**src/rtl/bus_decoder_pkg.sv**
```systemverilog
// Shared bus definitions: decoder FSM states, slave indices and the
// address-region nibbles that select each slave.
package bus_decoder_pkg;

    // Decoder transfer states
    typedef enum logic [1:0] {
        ST_IDLE    = 2'd0,
        ST_ACTIVE  = 2'd1,
        ST_RESPOND = 2'd2
    } bus_state_t;

    // Slave indices into the one-hot request / ready vectors
    localparam int NUM_SLAVES = 3;
    localparam int SLV_ROM    = 0;
    localparam int SLV_RAM    = 1;
    localparam int SLV_IO     = 2;

    // Value of address[31:28] that maps onto each slave
    localparam logic [3:0] REGION_ROM = 4'h0;
    localparam logic [3:0] REGION_RAM = 4'h2;
    localparam logic [3:0] REGION_IO  = 4'h5;

    // One-hot select vector for a slave index
    function automatic logic [NUM_SLAVES-1:0] slave_onehot(input int idx);
        return NUM_SLAVES'(1) << idx;
    endfunction

endpackage

```
**src/rtl/bus_address_map.sv**
```systemverilog
// Combinational address-region decode shared by bus blocks. Takes the top
// address nibble and returns a hit flag plus a one-hot slave select.
module bus_address_map
    import bus_decoder_pkg::*;
(
    input  logic [3:0]            i_region,
    output logic                  o_hit,
    output logic [NUM_SLAVES-1:0] o_select
);

    // Region nibble to one-hot slave; unmapped regions select nothing
    always_comb begin
        o_hit    = 1'b1;
        o_select = '0;
        case (i_region)
            REGION_ROM: o_select = slave_onehot(SLV_ROM);
            REGION_RAM: o_select = slave_onehot(SLV_RAM);
            REGION_IO:  o_select = slave_onehot(SLV_IO);
            default: begin
                o_hit    = 1'b0;
                o_select = '0;
            end
        endcase
    end

endmodule

```
**src/rtl/bus_decoder.sv**
```systemverilog
// Single-master to three-slave bus decoder with ready timeout.
//
// Handshake: the requester raises i_bus_request and holds it with stable
// address/data until it sees o_bus_ready; the decoder keeps o_bus_ready high
// in RESPOND for as long as i_bus_request stays high and returns to IDLE on the
// edge after the request is seen low. Towards the slaves, o_s_request is held
// on exactly one slave until that slave's i_s_ready is sampled high (or the
// timeout fires); ready bits of other slaves are ignored.
module bus_decoder
    import bus_decoder_pkg::*;
#(
    parameter int unsigned TIMEOUT = 255
) (
    input  logic                     i_clock,
    input  logic                     i_reset,
    // upstream (CPU side)
    input  logic                     i_bus_rw,
    input  logic                     i_bus_request,
    output logic                     o_bus_ready,
    input  logic [31:0]              i_bus_address,
    output logic [31:0]              o_bus_rdata,
    input  logic [31:0]              i_bus_wdata,
    input  logic [3:0]               i_bus_wmask,
    // slave side
    output logic [NUM_SLAVES-1:0]    o_s_request,
    input  logic [NUM_SLAVES-1:0]    i_s_ready,
    output logic                     o_s_rw,
    output logic [31:0]              o_s_address,
    output logic [31:0]              o_s_wdata,
    output logic [3:0]               o_s_wmask,
    input  logic [NUM_SLAVES*32-1:0] i_s_rdata,
    // error reporting
    output logic                     o_error,
    output logic [31:0]              o_fault_address,
    // debug view of the FSM state
    output logic [1:0]               o_dbg_state
);

    // Counter value of the last ACTIVE cycle allowed before abort
    localparam logic [15:0] TIMEOUT_LAST = 16'(TIMEOUT - 1);

    bus_state_t              r_state;
    logic [31:0]             r_addr;
    logic [31:0]             r_wdata;
    logic [3:0]              r_wmask;
    logic                    r_rw;
    logic [NUM_SLAVES-1:0]   r_select;
    logic [15:0]             r_count;
    logic [31:0]             r_rdata;
    logic                    r_error;
    logic [31:0]             r_fault_addr;

    bus_state_t              w_state_next;
    logic                    w_hit;
    logic [NUM_SLAVES-1:0]   w_select;
    logic                    w_sel_ready;
    logic [31:0]             w_sel_rdata;
    logic                    w_accept;
    logic                    w_complete;
    logic                    w_abort;
    logic                    w_count_en;
    logic                    w_err_set;

    bus_address_map u_map (
        .i_region (i_bus_address[31:28]),
        .o_hit    (w_hit),
        .o_select (w_select)
    );

    // Ready and read data of the registered target slave only
    always_comb begin
        w_sel_ready = |(i_s_ready & r_select);
        w_sel_rdata = '0;
        for (int n = 0; n < NUM_SLAVES; n++) begin
            if (r_select[n]) begin
                w_sel_rdata = w_sel_rdata | i_s_rdata[n*32 +: 32];
            end
        end
    end

    // FSM state register
    always_ff @(posedge i_clock or negedge i_reset) begin
        if (!i_reset) begin
            r_state <= ST_IDLE;
        end else begin
            r_state <= w_state_next;
        end
    end

    // Next-state decode and state-derived handshake outputs
    always_comb begin
        w_state_next = r_state;
        w_accept     = 1'b0;
        w_complete   = 1'b0;
        w_abort      = 1'b0;
        w_count_en   = 1'b0;
        o_s_request  = '0;
        o_bus_ready  = 1'b0;
        o_bus_rdata  = '0;
        case (r_state)
            ST_IDLE: begin
                if (i_bus_request) begin
                    w_accept     = 1'b1;
                    w_state_next = w_hit ? ST_ACTIVE : ST_RESPOND;
                end
            end
            ST_ACTIVE: begin
                o_s_request = r_select;
                if (w_sel_ready) begin
                    w_complete   = 1'b1;
                    w_state_next = ST_RESPOND;
                end else if (r_count == TIMEOUT_LAST) begin
                    w_abort      = 1'b1;
                    w_state_next = ST_RESPOND;
                end else begin
                    w_count_en = 1'b1;
                end
            end
            ST_RESPOND: begin
                // A requester that already let go gets no ready: response dropped
                o_bus_ready = i_bus_request;
                o_bus_rdata = i_bus_request ? r_rdata : '0;
                if (!i_bus_request) begin
                    w_state_next = ST_IDLE;
                end
            end
            default: w_state_next = ST_IDLE;
        endcase
        w_err_set = (w_accept && !w_hit) || w_abort;
    end

    // Transfer registers, response data, timeout counter and error capture
    always_ff @(posedge i_clock or negedge i_reset) begin
        if (!i_reset) begin
            r_addr       <= '0;
            r_wdata      <= '0;
            r_wmask      <= '0;
            r_rw         <= 1'b0;
            r_select     <= '0;
            r_count      <= '0;
            r_rdata      <= '0;
            r_error      <= 1'b0;
            r_fault_addr <= '0;
        end else begin
            r_error <= 1'b0;
            if (w_accept) begin
                r_addr   <= i_bus_address;
                r_wdata  <= i_bus_wdata;
                r_wmask  <= i_bus_wmask;
                r_rw     <= i_bus_rw;
                r_select <= w_select;
                r_count  <= '0;
                r_rdata  <= '0;
            end
            if (w_count_en) begin
                r_count <= r_count + 16'd1;
            end
            if (w_complete) begin
                r_rdata <= r_rw ? 32'h0 : w_sel_rdata;
            end
            if (w_err_set) begin
                r_error      <= 1'b1;
                r_fault_addr <= w_accept ? i_bus_address : r_addr;
            end
        end
    end

    assign o_s_rw          = r_rw;
    assign o_s_address     = r_addr;
    assign o_s_wdata       = r_wdata;
    assign o_s_wmask       = r_wmask;
    assign o_error         = r_error;
    assign o_fault_address = r_fault_addr;
    assign o_dbg_state     = r_state;

endmodule
```
**config.mk**
```make
export PLATFORM = sky130hd
export DESIGN_NAME = bus_decoder
export DESIGN_NICKNAME = d
export VERILOG_FILES = /design/src/rtl/bus_decoder_pkg.sv /design/src/rtl/bus_address_map.sv /design/src/rtl/bus_decoder.sv
export SDC_FILE = /design/constraint.sdc
export NUM_CORES = 1
export LEC_CHECK = 0
export BUFFER_PORTS_ARGS = -buffer_cell sky130_fd_sc_hd__buf_4
export CAP_MARGIN = 5
export CORE_ASPECT_RATIO = 1.1
export CORE_MARGIN = 2
export CORE_UTILIZATION = 30
export DETAILED_ROUTE_END_ITERATION = 10
export SETUP_SLACK_MARGIN = 0.2
export SKIP_LAST_GASP = 1
export SLEW_MARGIN = 20
export SYNTH_ARGS = -nofsm -noshare
export SYNTH_HDL_FRONTEND = slang
export SYNTH_HIERARCHICAL = 1
export SYNTH_SLANG_ARGS = --single-unit
```
**constraint.sdc**
```tcl
create_clock -name i_clock -period 2.79 [get_ports i_clock]
set_input_delay 0.279 -clock i_clock [delete_from_list [all_inputs] [get_ports i_clock]]
set_output_delay 0.279 -clock i_clock [all_outputs]
set_load 0.005 [all_outputs]
```
### After elaboration in Yosys (flattened, before gate mapping)

Index checks and enable logic that the tools add are counted.

* register bits: 155
* input port bits: 171
* word-level logic and storage cells: 64

* $add $sub $neg: 1
* eq/ne operators: 8
* mux-type cells: 32
* bitwise operators: 3
* reductions and logical operators: 10

Operator list (number)
* $mux 32: 9
* $or 32x32->32: 2
* $mux 16: 2
* $add 16x1->16 const B: 1
* $eq 16x8->1 const B: 1
* $mux 1: 13
* $mux 2: 5
* $pmux 3 s3: 1
* $pmux 2 s3: 1
* $reduce_or 3->1: 2
* $eq 4x2->1 const B: 1
* $eq 4x3->1 const B: 1
* $logic_not 4->1: 1
* $ne 2x2->1 const B: 2
* $reduce_bool 2->1: 2
* $and 3x3->3: 1
* $mux 3: 1
* $ne 3x3->1 const B: 1
* $reduce_and 3->1: 1
* $eq 2x1->1 const B: 1
* $eq 2x2->1 const B: 1
* $logic_not 2->1: 1
* $logic_and 1x1->1: 1
* $logic_not 1->1: 1
* $logic_or 1x1->1: 1

### Depth between registers and ports, before layout

Gate-level depths: netlist (run 1).

* depth in word-level cells: 7
* mapped depth: 7

### Cells and area by module

Netlist (run 1), hierarchy kept.

Modules (own cells, without submodules)
* bus_decoder: instances 1, cells an instance 640, area each 6797.8 um^2, sequential area each 3878.7 um^2
* bus_address_map: instances 1, cells an instance 6, area each 37.5 um^2, sequential area each 0.0 um^2

### Least setup slack after synthesis (run 1)

Ideal clock, no wire load.

* kind: flip-flop to flip-flop
* start point: register r_select[0]
* end point: register r_fault_addr[10], in the netlist o_fault_address[10]
* arrival: 1.876 ns
* required time: 2.665 ns
* setup slack: 0.790 ns
* stages on the path, launching flop included: 7
* path buffers: 2
* period minus slack after synthesis: 2.000 ns
* cells stage by stage: dfrtp_1 > buf_6 > a222oi_1 > nand2_2 > o22ai_4 > buf_6 > mux2_2

* longest elaborated chain between the ends: 5

Ends and longest elaborated chain
* start, declared: line bus_decoder.sv:47 `logic [NUM_SLAVES-1:0] r_select;`
* start signal, assigned: line bus_decoder.sv:151 `r_select <= w_select;`
* $and 3x3->3: line bus_decoder.sv:72 `w_sel_ready = |(i_s_ready & r_select);`
* $reduce_or 3->1: line bus_decoder.sv:72
* $mux 1: line bus_decoder.sv:109 `if (w_sel_ready) begin`
* $mux 1: line bus_decoder.sv:100 `case (r_state)`
* $logic_or 1x1->1: line bus_decoder.sv:129 `w_err_set = (w_accept && !w_hit) || w_abort;`
* end signal, assigned: line bus_decoder.sv:163 `r_fault_addr <= w_accept ? i_bus_address : r_addr;`
* end, declared: line bus_decoder.sv:51 `logic [31:0] r_fault_addr;`

No other way between the ends.
A chain may end at the register's enable or synchronous reset.

### Final worst setup path (run 1)

* start point: register r_select[0]
* end point: register r_fault_addr[7], in the netlist o_fault_address[7]

The elaborated chain is that of the path after synthesis.

==> impl_metrics.py, run 1 <==
metrics = {
    "outcome": {
        "status": "finished clean",
    },
    "sta": {
        "rsz0062_at_grt": "no",
        "fin_hold_ws_ns": 0.0386,
        "period_share_pct": 86.3,
        "max_freq_mhz": 415,
        "slew_violations": 0,
        "worst_slew_pin_slew_ns": 0.766,
        "finalHoldViolCount": 0,
        "max-slew-margin-rel_pct": 48.5,
        "postLayoutSetupSlackWorst_ns": 0.382,
        "setup-tns-final_ns": 0,
        "setup_viol": 0,
        "skew_ns": 0.0134,
        "final_period_minus_worst_setup_slack_ns": 2.41,
    },
    "placement": {
        "gp_congestion": 0.794,
        "port_buffers": 310,
        "place_ws_ns": 0.362,
        "dpl_cell_area_um2": 9480,
        "place_hpwl_mm": 14.4,
    },
    "detailed_routing": {
        "drc_errors": 0,
        "viasPerCell": 4.71,
        "drt_iter0_drc": 317,
        "wl_per_cell_um": 16.4,
        "drt_pre_antenna_iters": 6,
        "dr_total_vias": 5906,
        "wirelength_mm": 20.5,
        "ant_nets": 0,
    },
    "final_layout": {
        "areaGrowthSynthToFinish_pct": 47.8,
        "fillCellCount": 2195,
        "mostFrequentLayoutCells": "buf_4 (319), nand2_1 (229), dfrtp_1 (155)",
        "antenna_cells": 0,
        "drive_gt1_share_pct": 41.6,
        "fin_area_um2": 10100,
        "final_common_cell": "buf_4",
        "fin_nets": 1118,
    },
    "clock_network": {
        "clk_pin_slew_ns": 0.08,
        "clock_path_buffers": 2,
        "insertion_delay_ns": 0.43,
        "htreeDepth": 4,
        "clock-sinks": 155,
        "clock-root-buffer": "clkbuf_16",
        "cts_tree": "yes",
        "cts_made_buffers": 17,
        "cts_resized": 0,
    },
    "setup_path": {
        "crit_family": "compound AO/OA/AOI/OAI gates",
        "crit_fanout": 33,
        "critPathMaxStageDelay_ns": 0.69,
        "critPathLaunchType": "flop",
        "required_ns": 3.10,
        "worst-path-buf-inv": 1,
        "path_class": "reg -> reg",
        "worstPathCellList": "a222oi_1, nand2_2, o22ai_4, buf_12, mux2_2",
        "worst_ep_arrival_time_ns": 2.72,
        "cp-end-kind": "flop",
        "slowest_stage": "a222oi_1",
    },
    "logic_synthesis": {
        "ys_seq_area_share_pct": 56.7,
        "syn-instance-count": 646,
        "async_reset_ff_share_pct": 100,
        "ys_warn_count": 6,
        "synth_cell_types": 43,
        "synth-seq-cells": 155,
        "syn_avg_cell_area_um2": 10.6,
        "synth-edff-count": 0,
        "syn-num-nets": 819,
        "synth.cell_area_um2": 6840,
        "ys.flop_type": "dfrtp_1",
    },
    "die": {
        "start_util_pct": 30.7,
        "fp-row-count": 57,
        "die_y_um": 162,
        "die-area_um2": 24000,
        "fp.dieW_um": 148,
        "core_area_um2": 22300,
        "ios": 311,
    },
    "grt": {
        "grt_pass1_vias": 6049,
        "grt_pass1_wl_mm": 32.2,
        "gr-total-overflow": 0,
        "grt_max_degree": 86,
        "antenna_found_initial": 0,
        "grt_use_total_pct": 17.0,
    },
    "power_and_ir_drop": {
        "finalPower_mw": 8.94,
        "vdd_drop_max_v": 0.000450,
        "cellPowerDensity_nw_per_um2": 885,
        "p_leak_nw": 5.11,
    },
    "min_path": {
        "hp-class": "in -> reg",
    },
    "flow_run": {
        "drv_cap": 0,
    },
}
## cell usage after synthesis, types with 3 or more instances
| library cell | instances | share of area (%) |
|---|---|---|
| inv_1 | 4 | 0.22 |
| mux2_2 | 24 | 4.0 |
| o31ai_1 | 3 | 0.33 |
| buf_6 | 5 | 0.82 |
| a221o_1 | 3 | 0.44 |
| dfrtp_1 | 155 | 57 |
| clkbuf_1 | 30 | 1.6 |
| mux2_4 | 9 | 2.0 |
| nand2_1 | 229 | 13 |
| nand3_1 | 6 | 0.44 |
| nor3_1 | 3 | 0.22 |
| nor4_1 | 6 | 0.55 |
| and3_1 | 5 | 0.46 |
| buf_2 | 8 | 0.59 |
| a222oi_1 | 33 | 4.8 |
| o2bb2ai_1 | 32 | 4.1 |
| nor4b_1 | 4 | 0.51 |
| and4_1 | 4 | 0.51 |
| nand4_1 | 4 | 0.37 |
| nor4_2 | 3 | 0.55 |
| mux2i_1 | 9 | 1.3 |
| and2_1 | 39 | 3.6 |
## report_power, final
group | switching (mW) | total [mW] | leakage, nW | internal, mW
logic | 1.49 | 3.20 | 2.82 | 1.72
registers | 0.423 | 3.41 | 2.00 | 2.99
clock network | 1.11 | 2.32 | 0.290 | 1.21
total | 3.02 | 8.94 | 5.11 | 5.92
## state kept, by name (all words and copies together) (netlist names)
name,flops
o_dbg_state,2
o_error,1
o_fault_address,32
o_s_address,32
o_s_rw,1
o_s_wdata,32
o_s_wmask,4
r_count,16
r_rdata,32
r_select,3
## path summary, 6_finish.rpt
kind	from	to	slack, ns	cells after the start
worst max-delay path	r_select[0]	o_fault_address[7]	0.38	5
worst min-delay path	i_bus_wdata[31]	o_s_wdata[31]	0.04	3
worst max register to register	r_select[0]	o_fault_address[7]	0.38	5
worst min register to register	o_s_wdata[15]	o_s_wdata[15]	0.47	2
max in group asynchronous	i_reset	o_s_wdata[11]	1.67	3
min in group asynchronous	i_reset	r_rdata[17]	0.37	2
## layer usage
layer	up-vias	GRT usage (%)	wire length (um)
met5	-	0	0
met4	0	5.28	360
met3	26	5.79	1650
met2	215	28.9	9990
met1	2797	20.4	8490
li1	2868	-	-
## tightest hold or removal path: stages
cell and delay [ns]:
buf_4 0.08, nand2_1 0.04, nand2_1 0.04
## cells by family (layout without fill, tap and decap cells)
kind of cell | Yosys count | in the layout | synth area share (%)
AOI/OAI and AO/OA | 79 | 79 | 10.8
adders and majority gates | 2 | 2 | 0.366
buffers and inverters | 49 | 361 | 3.39
DFF | 155 | 155 | 56.7
muxes | 42 | 42 | 7.25
and+or+nand+nor | 319 | 319 | 21.5
## through the flow
step                util [%]  std cells
floorplan                  -        646
global placement        42.6       1220
detailed placement      42.6       1220
CTS                     45.4       1253
global route            45.4       1253
finish                  45.4       1253
## repair_timing
| item | in CTS | in global routing |
|---|---|---|
| endpoints found under the setup margin | 0 | 4 |
| setup buffers | 0 | 0 |
| hold buffers | 1 | 0 |
| endpoints found under the hold margin | 42 | 0 |
## layout make-up
type / count / area [um2] / area share, %
clock buffers: 17 / 425 / 4.21
clock inverters: 15 / 183 / 1.81
inverters: 4 / 15.0 / 0.149
multi-input cells: 442 / 2730 / 27.1
flip-flops and latches: 155 / 3880 / 38.4
well taps: 295 / 369 / 3.65
repair buffers: 325 / 2500 / 24.7
Power figures use the tool's default switching activity.
==> run 2, diff against run 1 <==
--- a/config.mk
+++ b/config.mk
@@ -9,8 +9,9 @@
 export CAP_MARGIN = 5
 export CORE_ASPECT_RATIO = 1.1
 export CORE_MARGIN = 2
-export CORE_UTILIZATION = 30
+export CORE_UTILIZATION = 47
 export DETAILED_ROUTE_END_ITERATION = 10
+export PLACE_DENSITY = 0.8
 export SETUP_SLACK_MARGIN = 0.2
 export SKIP_LAST_GASP = 1
 export SLEW_MARGIN = 20
==> run 2 against run 1 <==
Global-route usage rose by 7.9 points. Power down 1.1%. Routed wire length decreased by 5.6%. First-iteration DRC count increased by 17%. Flip-flop and latch count stayed put. Utilization grew 24 points. Combinational power is essentially flat. Count of clock-buffer cells in the layout grew 6. Non-clock buffer count up 2. Largest cell class unchanged. Largest power group unchanged.
==> impl_metrics.py, run 2 (synthesis results as in run 1) <==
metrics = {
    "clock_network": {
        "insertion_delay_ns": 0.42,
        "post-cts-setup-buffers": 0,
        "cts_tree": "yes",
        "cts_resized": 0,
        "htreeDepth": 4,
        "cts_made_buffers": 17,
        "clock_path_buffers": 2,
        "clk_pin_slew_ns": 0.06,
        "cts_hold_buf": 1,
        "clock-sinks": 155,
        "clock-root-buffer": "clkbuf_16",
    },
    "min_path": {
        "hold_end": "o_s_wdata[27]",
        "hp-class": "in -> reg",
        "worstHoldStart": "i_bus_wdata[27]",
        "worst_hold_path.num_cells": 3,
    },
    "final_layout": {
        "fin_nets": 1120,
        "final_cells": 1152,
        "areaGrowthSynthToFinish_pct": 45.1,
        "multi_input_area_um2": 2730,
        "final_common_cell": "buf_4",
        "final-seq-area_um2": 3880,
        "mostFrequentLayoutCells": "buf_4 (323), nand2_1 (229), dfrtp_1 (155)",
        "antenna_cells": 0,
        "drive_gt1_share_pct": 41.5,
        "fillCellCount": 1117,
    },
    "die": {
        "start_util_pct": 47.7,
        "fp.dieW_um": 119,
        "ios": 311,
        "die_y_um": 130,
        "fp-row-count": 46,
        "core_area_um2": 14300,
        "die-area_um2": 15500,
    },
    "power_and_ir_drop": {
        "cellPowerDensity_nw_per_um2": 891,
        "finalPower_mw": 8.84,
        "vdd_drop_max_v": 0.000641,
        "p_leak_nw": 5.09,
    },
    "sta": {
        "slew_violations": 0,
        "rsz0062_at_grt": "no",
        "skew_ns": 0.00756,
        "max_freq_mhz": 450,
        "final_period_minus_worst_setup_slack_ns": 2.22,
        "postLayoutSetupSlackWorst_ns": 0.569,
        "fin_hold_ws_ns": 0.0484,
        "period_share_pct": 79.6,
        "setup_viol": 0,
        "worst_slew_pin_slew_ns": 0.674,
        "finalHoldViolCount": 0,
        "setup-tns-final_ns": 0,
        "max-slew-margin-rel_pct": 55.0,
    },
    "detailed_routing": {
        "dr_total_vias": 6045,
        "drt_pre_antenna_iters": 5,
        "wirelength_mm": 19.3,
        "drt_iter0_drc": 372,
        "wl_per_cell_um": 16.8,
        "ant_nets": 0,
        "drc_errors": 0,
        "viasPerCell": 5.25,
    },
    "setup_path": {
        "crit_fanout": 33,
        "slowest_stage": "dfrtp_1",
        "reg2reg_depth": 7,
        "worst_ep_arrival_time_ns": 2.52,
        "cp-end-kind": "flop",
        "worst-path-buf-inv": 2,
        "critPathLaunchType": "flop",
        "worstReg2RegEnd": "o_fault_address[6]",
        "crit_family": "simple AND/OR/NAND/NOR gates",
        "rr_startpoint": "r_count[0]",
        "worstPathCellList": "inv_1, ha_1, nor4b_1, nand4_1, o22ai_4, buf_12, mux2_2",
        "critPathMaxStageDelay_ns": 0.41,
        "path_class": "reg -> reg",
        "regToRegSetupSlack_ns": 0.57,
        "required_ns": 3.08,
    },
    "grt": {
        "grt_pass1_wl_mm": 30.3,
        "antenna_found_initial": 0,
        "gr-total-overflow": 0,
        "grt_max_degree": 76,
        "grt_pass1_vias": 5857,
        "grt_use_total_pct": 24.9,
    },
    "placement": {
        "placed_cells": 1119,
        "gp_congestion": 0.848,
        "port_buffers": 310,
        "place_hpwl_mm": 14.2,
        "place_ws_ns": 0.593,
    },
    "outcome": {
        "status": "finished clean",
    },
    "flow_run": {
        "drv_cap": 0,
    },
}
-- run 2: cell types whose count changed in the layout (fill, tap and decap cells not counted), sizes merged --
cell,change
buf,+2
inv,-3
clkinv,-6
bufinv,+1
clkbuf,+6
clkinvlp,+2
-- run 2: where the power goes --
group	internal [mW]	total (mW)	switching [mW]	leakage (nW)
logic	1.70	3.21	1.51	2.82
registers	2.99	3.44	0.445	2.00
clock network	1.30	2.19	0.886	0.270
total	6.00	8.84	2.84	5.09
-- run 2: how the worst max path moves through the flow --
stage                      startpoint                   to  slack (ns)  depth (start not counted)
final                      r_count[0]   o_fault_address[6]        0.57                          7
after global routing       r_count[0]  o_fault_address[31]        0.42                          7
after CTS                  r_count[0]  o_fault_address[20]        0.58                          7
after detailed placement   r_count[0]  o_fault_address[31]        0.59                          7
after global placement     r_count[0]   o_fault_address[9]        0.65                          7
after floorplan           r_select[0]  o_fault_address[10]        0.79                          6
-- run 2: worst register-to-register path: stages (launching register included) --
cell and delay (ns):
dfrtp_1 0.41, inv_1 0.07, ha_1 0.16, nor4b_1 0.31, nand4_1 0.31, o22ai_4 0.20
buf_12 0.24, mux2_2 0.40
-- run 2: layer usage --
layer	up-vias	track usage [%]	part of all wire [%]
li1	2874	-	-
met4	0	9.80	2.2
met5	-	0	0
met2	240	43.4	51
met3	27	8.25	8.0
met1	2904	28.8	39
-- run 2: through the flow --
stage	instance area, um2	util [%]
3_3_place_gp	9340	65.2
6_report	9920	69.2
4_1_cts	9920	69.2
2_1_floorplan	6840	-
5_1_grt	9920	69.2
3_5_place_dp	9340	65.2
-- run 2: area by class of cell --
| cell class | instances | share of cell area, % |
|---|---|---|
| clock buffer | 23 | 4.82 |
| sequential | 155 | 39.1 |
| multi-input combinational | 442 | 27.5 |
| inverter | 4 | 0.151 |
| tap | 192 | 2.42 |
| clock inverter | 9 | 0.896 |
| timing repair buffer | 327 | 25.1 |
==> run 3, diff against run 2 <==
==> constraint.sdc (replaced) <==
create_clock -name i_clock -period 2.14 [get_ports i_clock]
set_input_delay 0.214 -clock i_clock [delete_from_list [all_inputs] [get_ports i_clock]]
set_output_delay 0.214 -clock i_clock [all_outputs]
set_load 0.005 [all_outputs]
==> run 3 against run 2 <==
Flip-flop and latch count did not move. Setup slack got worse by 0.41 ns. Final cell count grew 6.3%. Fmax rose by 12%. Die area stayed put. Critical path depth increased by 1. Via count rose by 7.3%. Register-to-register slack got worse by 0.41 ns. Utilization rose by 7.3 points. Sequential share of layout area shrank 3.7 points. Critical endpoint is now o_fault_address[22]. Highest routed layer unchanged.
==> impl_metrics.py, run 3 (synthesis results as in run 1) <==
metrics = {
    "setup_path": {
        "crit_fanout": 8,
        "critPathLaunchType": "flop",
        "worst_ep_arrival_time_ns": 2.28,
        "path_class": "reg -> reg",
        "cp-end-kind": "flop",
        "required_ns": 2.44,
    },
    "clock_network": {
        "clk_pin_slew_ns": 0.06,
        "clock_path_buffers": 2,
        "cts_tree": "yes",
        "htreeDepth": 4,
        "clock-root-buffer": "clkbuf_16",
        "insertion_delay_ns": 0.42,
        "clock-sinks": 155,
        "cts_made_buffers": 17,
    },
    "placement": {
        "place_ws_ns": 0.141,
        "place_hpwl_mm": 14.0,
        "port_buffers": 310,
        "gp_congestion": 0.904,
        "placed_cells": 1126,
    },
    "sta": {
        "max_freq_mhz": 504,
        "worst_slew_pin_slew_ns": 0.655,
        "max-slew-margin-rel_pct": 56.2,
        "finalHoldViolCount": 0,
        "postLayoutSetupSlackWorst_ns": 0.156,
        "setup_viol": 0,
        "slew_violations": 0,
        "period_share_pct": 92.7,
        "setup-tns-final_ns": 0,
        "rsz0062_at_grt": "yes",
        "final_period_minus_worst_setup_slack_ns": 1.98,
        "fin_hold_ws_ns": 0.0174,
        "skew_ns": 0.00987,
    },
    "detailed_routing": {
        "routed-wl-met3_mm": 1.80,
        "wl_per_cell_um": 17.8,
        "dr_total_vias": 6489,
        "drt_iter0_drc": 377,
        "wl_met1_mm": 8.24,
        "drt_pre_antenna_iters": 6,
        "drc_errors": 0,
        "ant_nets": 0,
        "wl_met2_mm": 11.3,
        "viasPerCell": 5.30,
        "highest_layer": "met4",
        "wirelength_mm": 21.8,
    },
    "grt": {
        "antenna_found_initial": 0,
        "grt_pass1_vias": 6425,
        "grt_max_degree": 55,
        "grt_pass1_wl_mm": 33.1,
        "grt_use_total_pct": 27.1,
        "gr-total-overflow": 0,
    },
    "die": {
        "die-area_um2": 15500,
        "fp-row-count": 46,
        "die_y_um": 130,
        "core_area_um2": 14300,
        "fp.dieW_um": 119,
        "ios": 311,
        "start_util_pct": 47.7,
    },
    "final_layout": {
        "areaGrowthSynthToFinish_pct": 60.5,
        "final_common_cell": "buf_4",
        "final_cells": 1225,
        "drive_gt1_share_pct": 41.2,
        "fin_nets": 1192,
        "mostFrequentLayoutCells": "buf_4 (329), nand2_1 (229), dfrtp_1 (155)",
    },
    "flow_run": {
        "drv_cap": 0,
    },
    "power_and_ir_drop": {
        "finalPower_mw": 12.7,
        "cellPowerDensity_nw_per_um2": 1160,
        "vdd_drop_max_v": 0.000835,
        "p_leak_nw": 5.58,
    },
    "outcome": {
        "status": "finished clean",
    },
    "min_path": {
        "hp-class": "in -> reg",
    },
}
==> run 3: worst max-delay path: stages (launching register included) <==
cell and delay (ns):
dfrtp_1 0.37, inv_1 0.06, ha_2 0.17, nor4b_4 0.20, nand4_1 0.22, o22ai_4 0.23
buf_12 0.17, buf_16 0.14, mux2_4 0.30
==> run 3: what timing repair did <==
item / 4_1_cts / 5_1_grt
resized for setup: 7 / 33
setup buffers: 3 / 3
hold buffers: 56 / 0
cloned: 3 / 1
pin swaps: 2 / 3
hold endpoints to repair: 104 / 0
setup endpoints to repair: 37 / 44
==> run 3: stage by stage <==
stage | util [%] | cell area (um2)
final | 76.5 | 11000
after global routing | 76.5 | 11000
after CTS | 75.4 | 10800
after detailed placement | 65.8 | 9430
after global placement | 65.8 | 9430
after floorplan | - | 6850
==> run 3: metal layers <==
metal  GRT usage (%)  up-vias
met5               0        -
met4            9.80        0
met3            8.81       44
met2            47.3      301
met1            31.5     3131
li1                -     3013
==> run 3: path summary, 6_finish.rpt <==
path	start	endpoint	slack, ns	depth (start not counted)
worst max-delay path	r_count[0]	o_fault_address[22]	0.16	8
worst min-delay path	i_bus_address[26]	o_s_address[26]	0.02	3
worst max register to register	r_count[0]	o_fault_address[22]	0.16	8
worst min register to register	o_s_wdata[17]	o_s_wdata[17]	0.48	2
max in group asynchronous	i_reset	o_fault_address[11]	1.09	3
min in group asynchronous	i_reset	o_s_wdata[12]	0.34	2
==> run 3: where the power goes <==
group	internal (mW)	switching [mW]
clock	2.15	1.22
combinational	2.67	2.18
sequential	3.90	0.613
==> run 3: layout make-up <==
cell class | count | area, um2
clock inverter | 12 | 210
tap | 192 | 240
multi-input combinational | 442 | 2870
fill | 946 | 3360
timing repair buffer | 399 | 3300
clock buffer | 20 | 457
antenna | 1 | 2.50
inverter | 4 | 15.0
sequential | 155 | 3880
